$ cat config.mk
export PLATFORM = sky130hd
export DESIGN_NAME = move_search_ctrl
export DESIGN_NICKNAME = d
export VERILOG_FILES = /design/src/rtl/move_search_ctrl.sv
export SDC_FILE = /design/constraint.sdc
export NUM_CORES = 1
export LEC_CHECK = 0
export CAP_MARGIN = 20
export CORE_AREA = 2 2 245 247
export CTS_CLUSTER_SIZE = 25
export DETAILED_ROUTE_END_ITERATION = 10
export DIE_AREA = 0 0 247 249
export HOLD_SLACK_MARGIN = 0.12
export REMOVE_ABC_BUFFERS = 1
export SYNTH_ARGS = -nofsm -noshare
export SYNTH_HDL_FRONTEND = slang
export SYNTH_SLANG_ARGS = --single-unit
$ cat constraint.sdc
create_clock -name clk -period 32.8 [get_ports clk]
set_input_delay 4.92 -clock clk [delete_from_list [all_inputs] [get_ports clk]]
set_output_delay 4.92 -clock clk [all_outputs]
set_load 0.02 [all_outputs]
$ cat src/rtl/move_search_ctrl.sv
// Placement-search sequencer: sweeps every (rotation, column) candidate through
// the board simulator, scores each returned board and keeps the best legal one.
module move_search_ctrl #(
    parameter int NUM_COL = 10,
    parameter int NUM_ROT = 4,
    parameter int TIMEOUT = 15
) (
    input  logic         clk,
    input  logic         rst_n,
    input  logic         start,
    input  logic [3:0]   piece,
    input  logic [199:0] board,
    output logic         busy,
    output logic         done,
    output logic         best_valid,
    output logic [3:0]   best_col,
    output logic [1:0]   best_rot,
    output logic [7:0]   best_score,
    output logic [3:0]   sim_block,
    output logic [3:0]   sim_col,
    output logic [1:0]   sim_rotation,
    output logic [199:0] sim_board,
    output logic         sim_request,
    input  logic         sim_valid,
    input  logic [199:0] sim_next_board,
    input  logic         sim_ready
);
    localparam int TW = $clog2(TIMEOUT + 1);

    typedef enum logic [2:0] {S_IDLE, S_ISSUE, S_WAIT, S_SCORE, S_DONE} state_t;

    state_t         state_q, state_d;
    logic [3:0]     col_q, col_d;
    logic [1:0]     rot_q, rot_d;
    logic [TW-1:0]  tmo_q, tmo_d;
    logic           cap_valid_q, cap_valid_d;
    logic [199:0]   cap_board_q, cap_board_d;
    logic [3:0]     blk_q, blk_d;
    logic [199:0]   brd_q, brd_d;
    logic           best_valid_q, best_valid_d;
    logic [3:0]     best_col_q, best_col_d;
    logic [1:0]     best_rot_q, best_rot_d;
    logic [7:0]     best_score_q, best_score_d;

    logic           last_cand, tmo_expired;
    logic [4:0]     full_cnt, empty_cnt;
    logic           top_run;
    logic [7:0]     score;

    assign last_cand   = (rot_q == 2'(NUM_ROT - 1)) && (col_q == 4'(NUM_COL - 1));
    assign tmo_expired = (tmo_q == TW'(TIMEOUT - 1));

    always_ff @(posedge clk or negedge rst_n) begin
        if (!rst_n) begin
            state_q <= S_IDLE;
        end else begin
            state_q <= state_d;
        end
    end

    always_ff @(posedge clk or negedge rst_n) begin
        if (!rst_n) begin
            col_q        <= '0;
            rot_q        <= '0;
            tmo_q        <= '0;
            cap_valid_q  <= 1'b0;
            cap_board_q  <= '0;
            blk_q        <= '0;
            brd_q        <= '0;
            best_valid_q <= 1'b0;
            best_col_q   <= '0;
            best_rot_q   <= '0;
            best_score_q <= '0;
        end else begin
            col_q        <= col_d;
            rot_q        <= rot_d;
            tmo_q        <= tmo_d;
            cap_valid_q  <= cap_valid_d;
            cap_board_q  <= cap_board_d;
            blk_q        <= blk_d;
            brd_q        <= brd_d;
            best_valid_q <= best_valid_d;
            best_col_q   <= best_col_d;
            best_rot_q   <= best_rot_d;
            best_score_q <= best_score_d;
        end
    end

    always_comb begin
        state_d = state_q;
        case (state_q)
            S_IDLE:  if (start) state_d = S_ISSUE;
            S_ISSUE: state_d = S_WAIT;
            S_WAIT:  if (sim_ready || tmo_expired) state_d = S_SCORE;
            S_SCORE: state_d = last_cand ? S_DONE : S_ISSUE;
            S_DONE:  state_d = S_IDLE;
            default: state_d = S_IDLE;
        endcase
    end

    // Full rows anywhere, empty rows only as an unbroken run from the top (row 0).
    always_comb begin
        full_cnt  = '0;
        empty_cnt = '0;
        top_run   = 1'b1;
        for (int r = 0; r < 20; r++) begin
            if (cap_board_q[r*10 +: 10] == 10'h3FF) full_cnt = full_cnt + 5'd1;
            if (top_run && cap_board_q[r*10 +: 10] == 10'h000) empty_cnt = empty_cnt + 5'd1;
            else top_run = 1'b0;
        end
        score = {full_cnt[3:0], 4'b0000} + {3'b000, empty_cnt};
    end

    always_comb begin
        col_d        = col_q;
        rot_d        = rot_q;
        tmo_d        = tmo_q;
        cap_valid_d  = cap_valid_q;
        cap_board_d  = cap_board_q;
        blk_d        = blk_q;
        brd_d        = brd_q;
        best_valid_d = best_valid_q;
        best_col_d   = best_col_q;
        best_rot_d   = best_rot_q;
        best_score_d = best_score_q;
        case (state_q)
            S_IDLE: if (start) begin
                blk_d        = piece;
                brd_d        = board;
                col_d        = '0;
                rot_d        = '0;
                best_valid_d = 1'b0;
                best_col_d   = '0;
                best_rot_d   = '0;
                best_score_d = '0;
            end
            S_ISSUE: tmo_d = '0;
            S_WAIT: begin
                if (sim_ready) begin
                    cap_valid_d = sim_valid;
                    cap_board_d = sim_next_board;
                end else if (tmo_expired) begin
                    cap_valid_d = 1'b0;
                end else begin
                    tmo_d = tmo_q + 1'b1;
                end
            end
            S_SCORE: begin
                // Strict compare keeps the earliest candidate on a tie.
                if (cap_valid_q && (!best_valid_q || score > best_score_q)) begin
                    best_valid_d = 1'b1;
                    best_col_d   = col_q;
                    best_rot_d   = rot_q;
                    best_score_d = score;
                end
                if (last_cand) begin
                    col_d = '0;
                    rot_d = '0;
                end else if (col_q == 4'(NUM_COL - 1)) begin
                    col_d = '0;
                    rot_d = rot_q + 2'd1;
                end else begin
                    col_d = col_q + 4'd1;
                end
            end
            default: ;
        endcase
    end

    always_comb begin
        sim_request  = (state_q == S_ISSUE);
        busy         = (state_q != S_IDLE);
        done         = (state_q == S_DONE);
        best_valid   = best_valid_q;
        best_col     = best_col_q;
        best_rot     = best_rot_q;
        best_score   = best_score_q;
        sim_block    = blk_q;
        sim_col      = col_q;
        sim_rotation = rot_q;
        sim_board    = brd_q;
    end
endmodule

**Word-level counts from Yosys, hierarchy flattened**

Cells that the tools add are included.
Widths: inputs -> output; s select.

- Add/subtract/negate cells: 42
- Order comparisons: 1
- Equality and inequality tests: 33
- Multiplexer cells: 86
- Reductions and logical operators: 57

Operators by type and width:

| cell | number |
|---|---|
| $eq 10x10->1 const B | 20 |
| $logic_not 10->1 | 20 |
| $mux 4 | 24 |
| $add 5x1->5 const B | 18 |
| $mux 5 | 18 |
| $add 4x1->4 const B | 19 |
| $mux 1 | 25 |
| $pmux 4 s2 | 3 |
| $logic_and 1x1->1 | 21 |
| $mux 8 | 2 |
| $pmux 8 s2 | 1 |
| $mux 2 | 6 |
| $pmux 3 s4 | 1 |
| $ne 2x2->1 const B | 5 |
| $reduce_and 2->1 | 5 |
| $mux 3 | 3 |
| $reduce_and 3->1 | 3 |
| $add 8x5->8 | 1 |
| $eq 4x4->1 const B | 2 |
| $gt 8x8->1 | 1 |
| $pmux 2 s2 | 2 |
| $eq 3x2->1 const B | 2 |
| $reduce_bool 2->1 | 3 |
| $add 1x1->2 const B | 2 |
| other kinds (11) | 12 |

- Register bits: 433
- Input bits: 409
- Output and inout bits: 228
- Logic and storage cells: 231

**Depth between registers and ports, before layout**

- Depth after elaboration: 46
- Depth in mapped cells: 72
- Mapped depth without buffers: 71

**Worst setup path before layout**

No wires, ideal clock.

- Path kind: reg2reg
- Start: register cap_board_q[4]
- End: register best_score_q[1], in the netlist best_score[1]
- Setup time: 0.096 ns
- Arrival: 14.247 ns
- Data required time: 32.704 ns
- Slack: 18.457 ns
- Stages on the path, launching flop included: 69
- Buffers on the path: 1
- Period minus slack after synthesis: 14.343 ns
- Path through: dfrtp_1 > nand2_1 > or4_1 > ha_1 > xor2_2 > ha_1 > inv_1 > or4_1 > o31ai_1 > ha_1 > or4_1 > o21a_1 > ha_1 > inv_1 > a21oi_1 > nand2_1 > inv_1 > ha_1 > [... 33 more ...] > nand2_1 > o31ai_1 > ha_1 > nand2_1 > xnor2_1 > xnor2_2 > nand3_2 > xnor3_1 > xnor3_1 > inv_1 > ha_1 > nand3_1 > o21ai_0 > o21ai_0 > a21oi_1 > clkbuf_1 > nand2_1 > o31ai_1

- Cells in the longest elaborated chain, start to end: 46
- Elaborated cells on any way between the ends: 126
- Classes of those cells: add/sub: 39; order compare: 1; eq/ne: 2; mux: 61; reduce/logical: 23

Ends and longest elaborated chain:

| element | RTL line | RTL |
|---|---|---|
| from (decl) | 37 | `logic [199:0] cap_board_q, cap_board_d;` |
| from (signal assigned) | 79 | `cap_board_q <= cap_board_d;` |
| $logic_not 10->1 or $eq 10x10->1 (tied branches) | 108, 107 |  |
| $mux 1 (on tied branches) | 108, 107 |  |
| $add 1x1->2, or another cell as far along | 108 | `if (top_run && cap_board_q[r*10 +: 10] == 10'h000) empty_cnt = empty_cnt + 5'd1;` |
| $mux 2, or another cell as far along | 108 |  |
| $add 5x1->5, or another cell as far along | 108 |  |
| $mux 5, or another cell as far along | 108 |  |
| $add 5x1->5, or another cell as far along | 108 |  |
| $mux 5, or another cell as far along | 108 |  |
| [... 30 more ...] | - |  |
| $add 5x1->5, or another cell as far along | 108 |  |
| $mux 5 or $mux 4 (tied branches) | 108, 107 |  |
| $add 8x5->8 * | 111 | `score = {full_cnt[3:0], 4'b0000} + {3'b000, empty_cnt};` |
| $gt 8x8->1 | 150 | `if (cap_valid_q && (!best_valid_q \|\| score > best_score_q)) begin` |
| $logic_or 1x1->1 | 150 |  |
| $logic_and 1x1->1 | 150 |  |
| $ne 2x2->1 (no line) | - |  |
| $reduce_and 3->1 (no line) | - |  |
| to (signal assigned) | 85 | `best_score_q <= best_score_d;` |
| to (decl) | 43 | `logic [7:0] best_score_q, best_score_d;` |

Every way passes the cells marked *; elsewhere a longest branch is shown, timed or not. The select of a mux whose other input is x is not followed.
A chain may end at the register's enable or synchronous reset.

**Worst setup path in the final report**

- Start: register cap_board_q[4]
- End: register best_score_q[3], in the netlist best_score[3]

Same word-level chain as after synthesis.

==> results.py <==
metrics = {
    "status": {
        "outcome": "finished, final reports clean",
    },
    "synth": {
        "ys_warn_count": 0,
        "syn_inst": 2063,
        "ys_types": 72,
        "ys_ff_latch": 433,
        "ys_async_sr_fraction": 1.00,
        "syn_area_um2": 20800,
        "avgSynthCellArea_um2": 10.1,
        "synth_ff_type": "dfrtp_1",
        "ys_seq_area_frac": 0.521,
        "synth_edf_count": 0,
    },
    "finish": {
        "area_growth_pct": 43.5,
        "drive_above_1_share": 0.133,
        "fin_cells": 3508,
        "finalNetCount": 3150,
        "nFillCells": 5246,
        "multiInputGateArea_um2": 9520,
        "seqCellArea_um2": 10800,
        "utilization": 0.508,
    },
    "drt": {
        "vias_per_cell": 4.88,
        "drc": 0,
        "num_vias": 17100,
        "drt-total-wl_mm": 70.9,
        "antenna_left": 0,
        "wl_per_cell_um": 20.2,
        "drt_iter0_drc": 932,
        "firstDrtPassIters": 5,
    },
    "clocking": {
        "cts.repair.resized": 0,
        "hold_buffers": 0,
        "root_buffer": "clkbuf_16",
        "cts_tree": "done",
        "cts_buffers": 51,
        "path_clk_slew_ns": 0.06,
        "max-clock-path-buffers": 3,
        "cts.htree.levels": 2,
        "postCtsSetupRepairBufs": 0,
        "clock-sinks": 433,
        "clock_latency_ns": 0.61,
    },
    "critical_path": {
        "path_class": "flip-flop to flip-flop",
        "worst_path_most_repeated_cell": "ha_1",
        "cp-start-kind": "flip-flop",
        "required_ns": 33.28,
        "crit_slowest_cell": "or4_1",
        "critPathMaxStageDelay_ns": 0.60,
        "cp-end-kind": "flip-flop",
        "worstPathMaxFanout": 19,
        "arrival_ns": 16.26,
    },
    "sta": {
        "rsz0062_at_grt": "no",
        "setup_tns_ns": 0,
        "slew_violations": 0,
        "final_hold_viol_count": 0,
        "slew-limit-headroom": 0.309,
        "worst_pin_slew_ns": 1.04,
        "fmax_mhz": 63.4,
        "fin_worst_skew_ns": 0.0166,
        "holdWs_ns": 0.473,
        "finalCriticalPeriod_ns": 15.78,
        "finalCritPeriodShare": 0.481,
        "setup_viol": 0,
    },
    "grt": {
        "grt_overflow": 0,
        "grt_use_total": 0.227,
        "grt_max_degree": 166,
        "grt_pass1_wl_mm": 107,
        "antenna_found_initial": 12,
        "grt_pass1_vias": 18000,
    },
    "die": {
        "fp.coreArea_um2": 58700,
        "chipHeight_um": 249,
        "die_w_um": 247,
        "die_area_um2": 61500,
        "rows": 89,
        "ioPinCount": 637,
        "start_util": 0.354,
    },
    "power_and_ir_drop": {
        "powerDensity_nw_per_um2": 85.4,
        "p_int_w": 0.00163,
        "combPwrFrac": 0.380,
        "p_sw_frac": 0.361,
        "leakagePower_nw": 13.5,
        "peakVddDrop_v": 0.0000528,
        "p_total_w": 0.00255,
        "power_switching_w": 0.000921,
        "seqPwrFrac": 0.376,
        "pwr-share-clk": 0.243,
    },
    "placed_design": {
        "dp.final_hpwl_mm": 54.2,
        "port_buffers": 636,
        "place_congestion": 0.885,
        "dp.cells": 3408,
    },
    "hold_path": {
        "hp-class": "flip-flop to flip-flop",
    },
    "run": {
        "maxCapViolations": 0,
    },
}
[power by group through the flow]
stage | Combinational (W) | Clock, W | Sequential [W]
2_1_floorplan | 0.000420 | 0 | 0.00108
3_3_place_gp | 0.000968 | 0 | 0.000952
3_5_place_dp | 0.000980 | 0 | 0.000963
4_1_cts | 0.000985 | 0.000637 | 0.000960
5_1_grt | 0.00104 | 0.000659 | 0.000996
6_report | 0.000969 | 0.000620 | 0.000959
[worst max-delay path: cells and delay by family, from the launching register on]
family          cells  cell delay [ns]
compound gates     14             2.15
xor+xnor            5             1.33
fa+ha+maj          18             5.48
buf+inv             6             0.52
flops               1             0.37
mux                 5             1.41
simple gates       19             4.37
[registers in the layout (all words and copies together) (netlist names)]
| signal | flops |
|---|---|
| best_col | 4 |
| best_rot | 2 |
| best_score | 8 |
| best_valid | 1 |
| cap_board_q | 200 |
| cap_valid_q | 1 |
| sim_block | 4 |
| sim_board | 200 |
| sim_col | 4 |
| sim_rotation | 2 |
| state_q | 3 |
| tmo_q | 4 |
[synthesized netlist by cell type (all sizes together), types with 9 or more instances]
cell / number / area [um^2]
a21oi: 26 / 130
a31oi: 10 / 62.6
and2: 11 / 68.8
and3: 12 / 85.1
clkbuf: 75 / 282
dfrtp: 433 / 10800
ha: 51 / 638
inv: 42 / 158
mux2: 216 / 2430
mux2i: 14 / 140
nand2: 726 / 2730
nand3: 30 / 160
nand4: 47 / 307
nor2: 72 / 275
nor3: 29 / 186
nor4: 43 / 294
o21ai: 24 / 120
o31ai: 10 / 75.1
or2: 9 / 56.3
or4: 12 / 90.1
xnor2: 52 / 508
xnor3: 9 / 205
xor2: 33 / 312
[logic make-up (layout without fill, tap and decap cells)]
family                   after synthesis  count (layout)  share of synthesized area
AO/OA/AOI/OAI                        105             105                     0.0327
XOR/XNOR                              96              96                     0.0516
adder cells (fa/ha/maj)               53              53                     0.0317
buffers and inverters                119             787                     0.0215
flip-flops                           433             433                      0.521
multiplexers                         230             230                      0.124
other                                  0               4                          0
AND/OR/NAND/NOR                     1027            1027                      0.218
[area by class of cell]
type                    count  area share
diodes                      4    0.000335
well taps                 773      0.0324
inverters                  42     0.00528
clock inverters            22      0.0127
clock buffers              72      0.0491
repair buffers            651       0.218
flip-flops and latches    433       0.363
multi-input cells        1511       0.319
[metal layers]
layer	global-route usage	up-vias	share of wire
met3	0.0686	104	0.074
met2	0.409	468	0.51
met4	0.0625	14	0.026
li1	-	8222	-
met5	0	-	0.0014
met1	0.257	8323	0.39
[placed cells by master, fill, tap and decap left out, types with 42 or more instances in the layout]
cell and n:
clkbuf_16 51, inv_1 42, mux2_2 215, clkdlybuf4s50_1 635, xnor2_1 45, nor2_1 70
nand4_1 45, ha_1 51, dfrtp_1 433, nand2_1 724
[metrics by stage]
| step | instance area [um^2] | setup slack (ns) |
|---|---|---|
| floorplan | 20500 | 17.87 |
| global placement | 28000 | 17.36 |
| detailed placement | 28000 | 16.81 |
| CTS | 29800 | 16.76 |
| global route | 29800 | 16.04 |
| finish | 29800 | 17.02 |
[path summary, 6_finish.rpt]
kind,from,end,slack [ns],cells after the start
max,cap_board_q[4]$_DFFE_PN0P_,best_score[3]$_DFFE_PN0P_,17.02,67
min,sim_board[187]$_DFFE_PN0P_,sim_board[187]$_DFFE_PN0P_,0.47,2
max reg2reg,cap_board_q[4]$_DFFE_PN0P_,best_score[3]$_DFFE_PN0P_,17.02,67
min reg2reg,sim_board[187]$_DFFE_PN0P_,sim_board[187]$_DFFE_PN0P_,0.47,2
max in group asynchronous,rst_n,sim_board[130]$_DFFE_PN0P_,26.77,2
min in group asynchronous,rst_n,cap_board_q[57]$_DFFE_PN0P_,4.41,1
No activity file was read; power rests on OpenSTA's default activity.
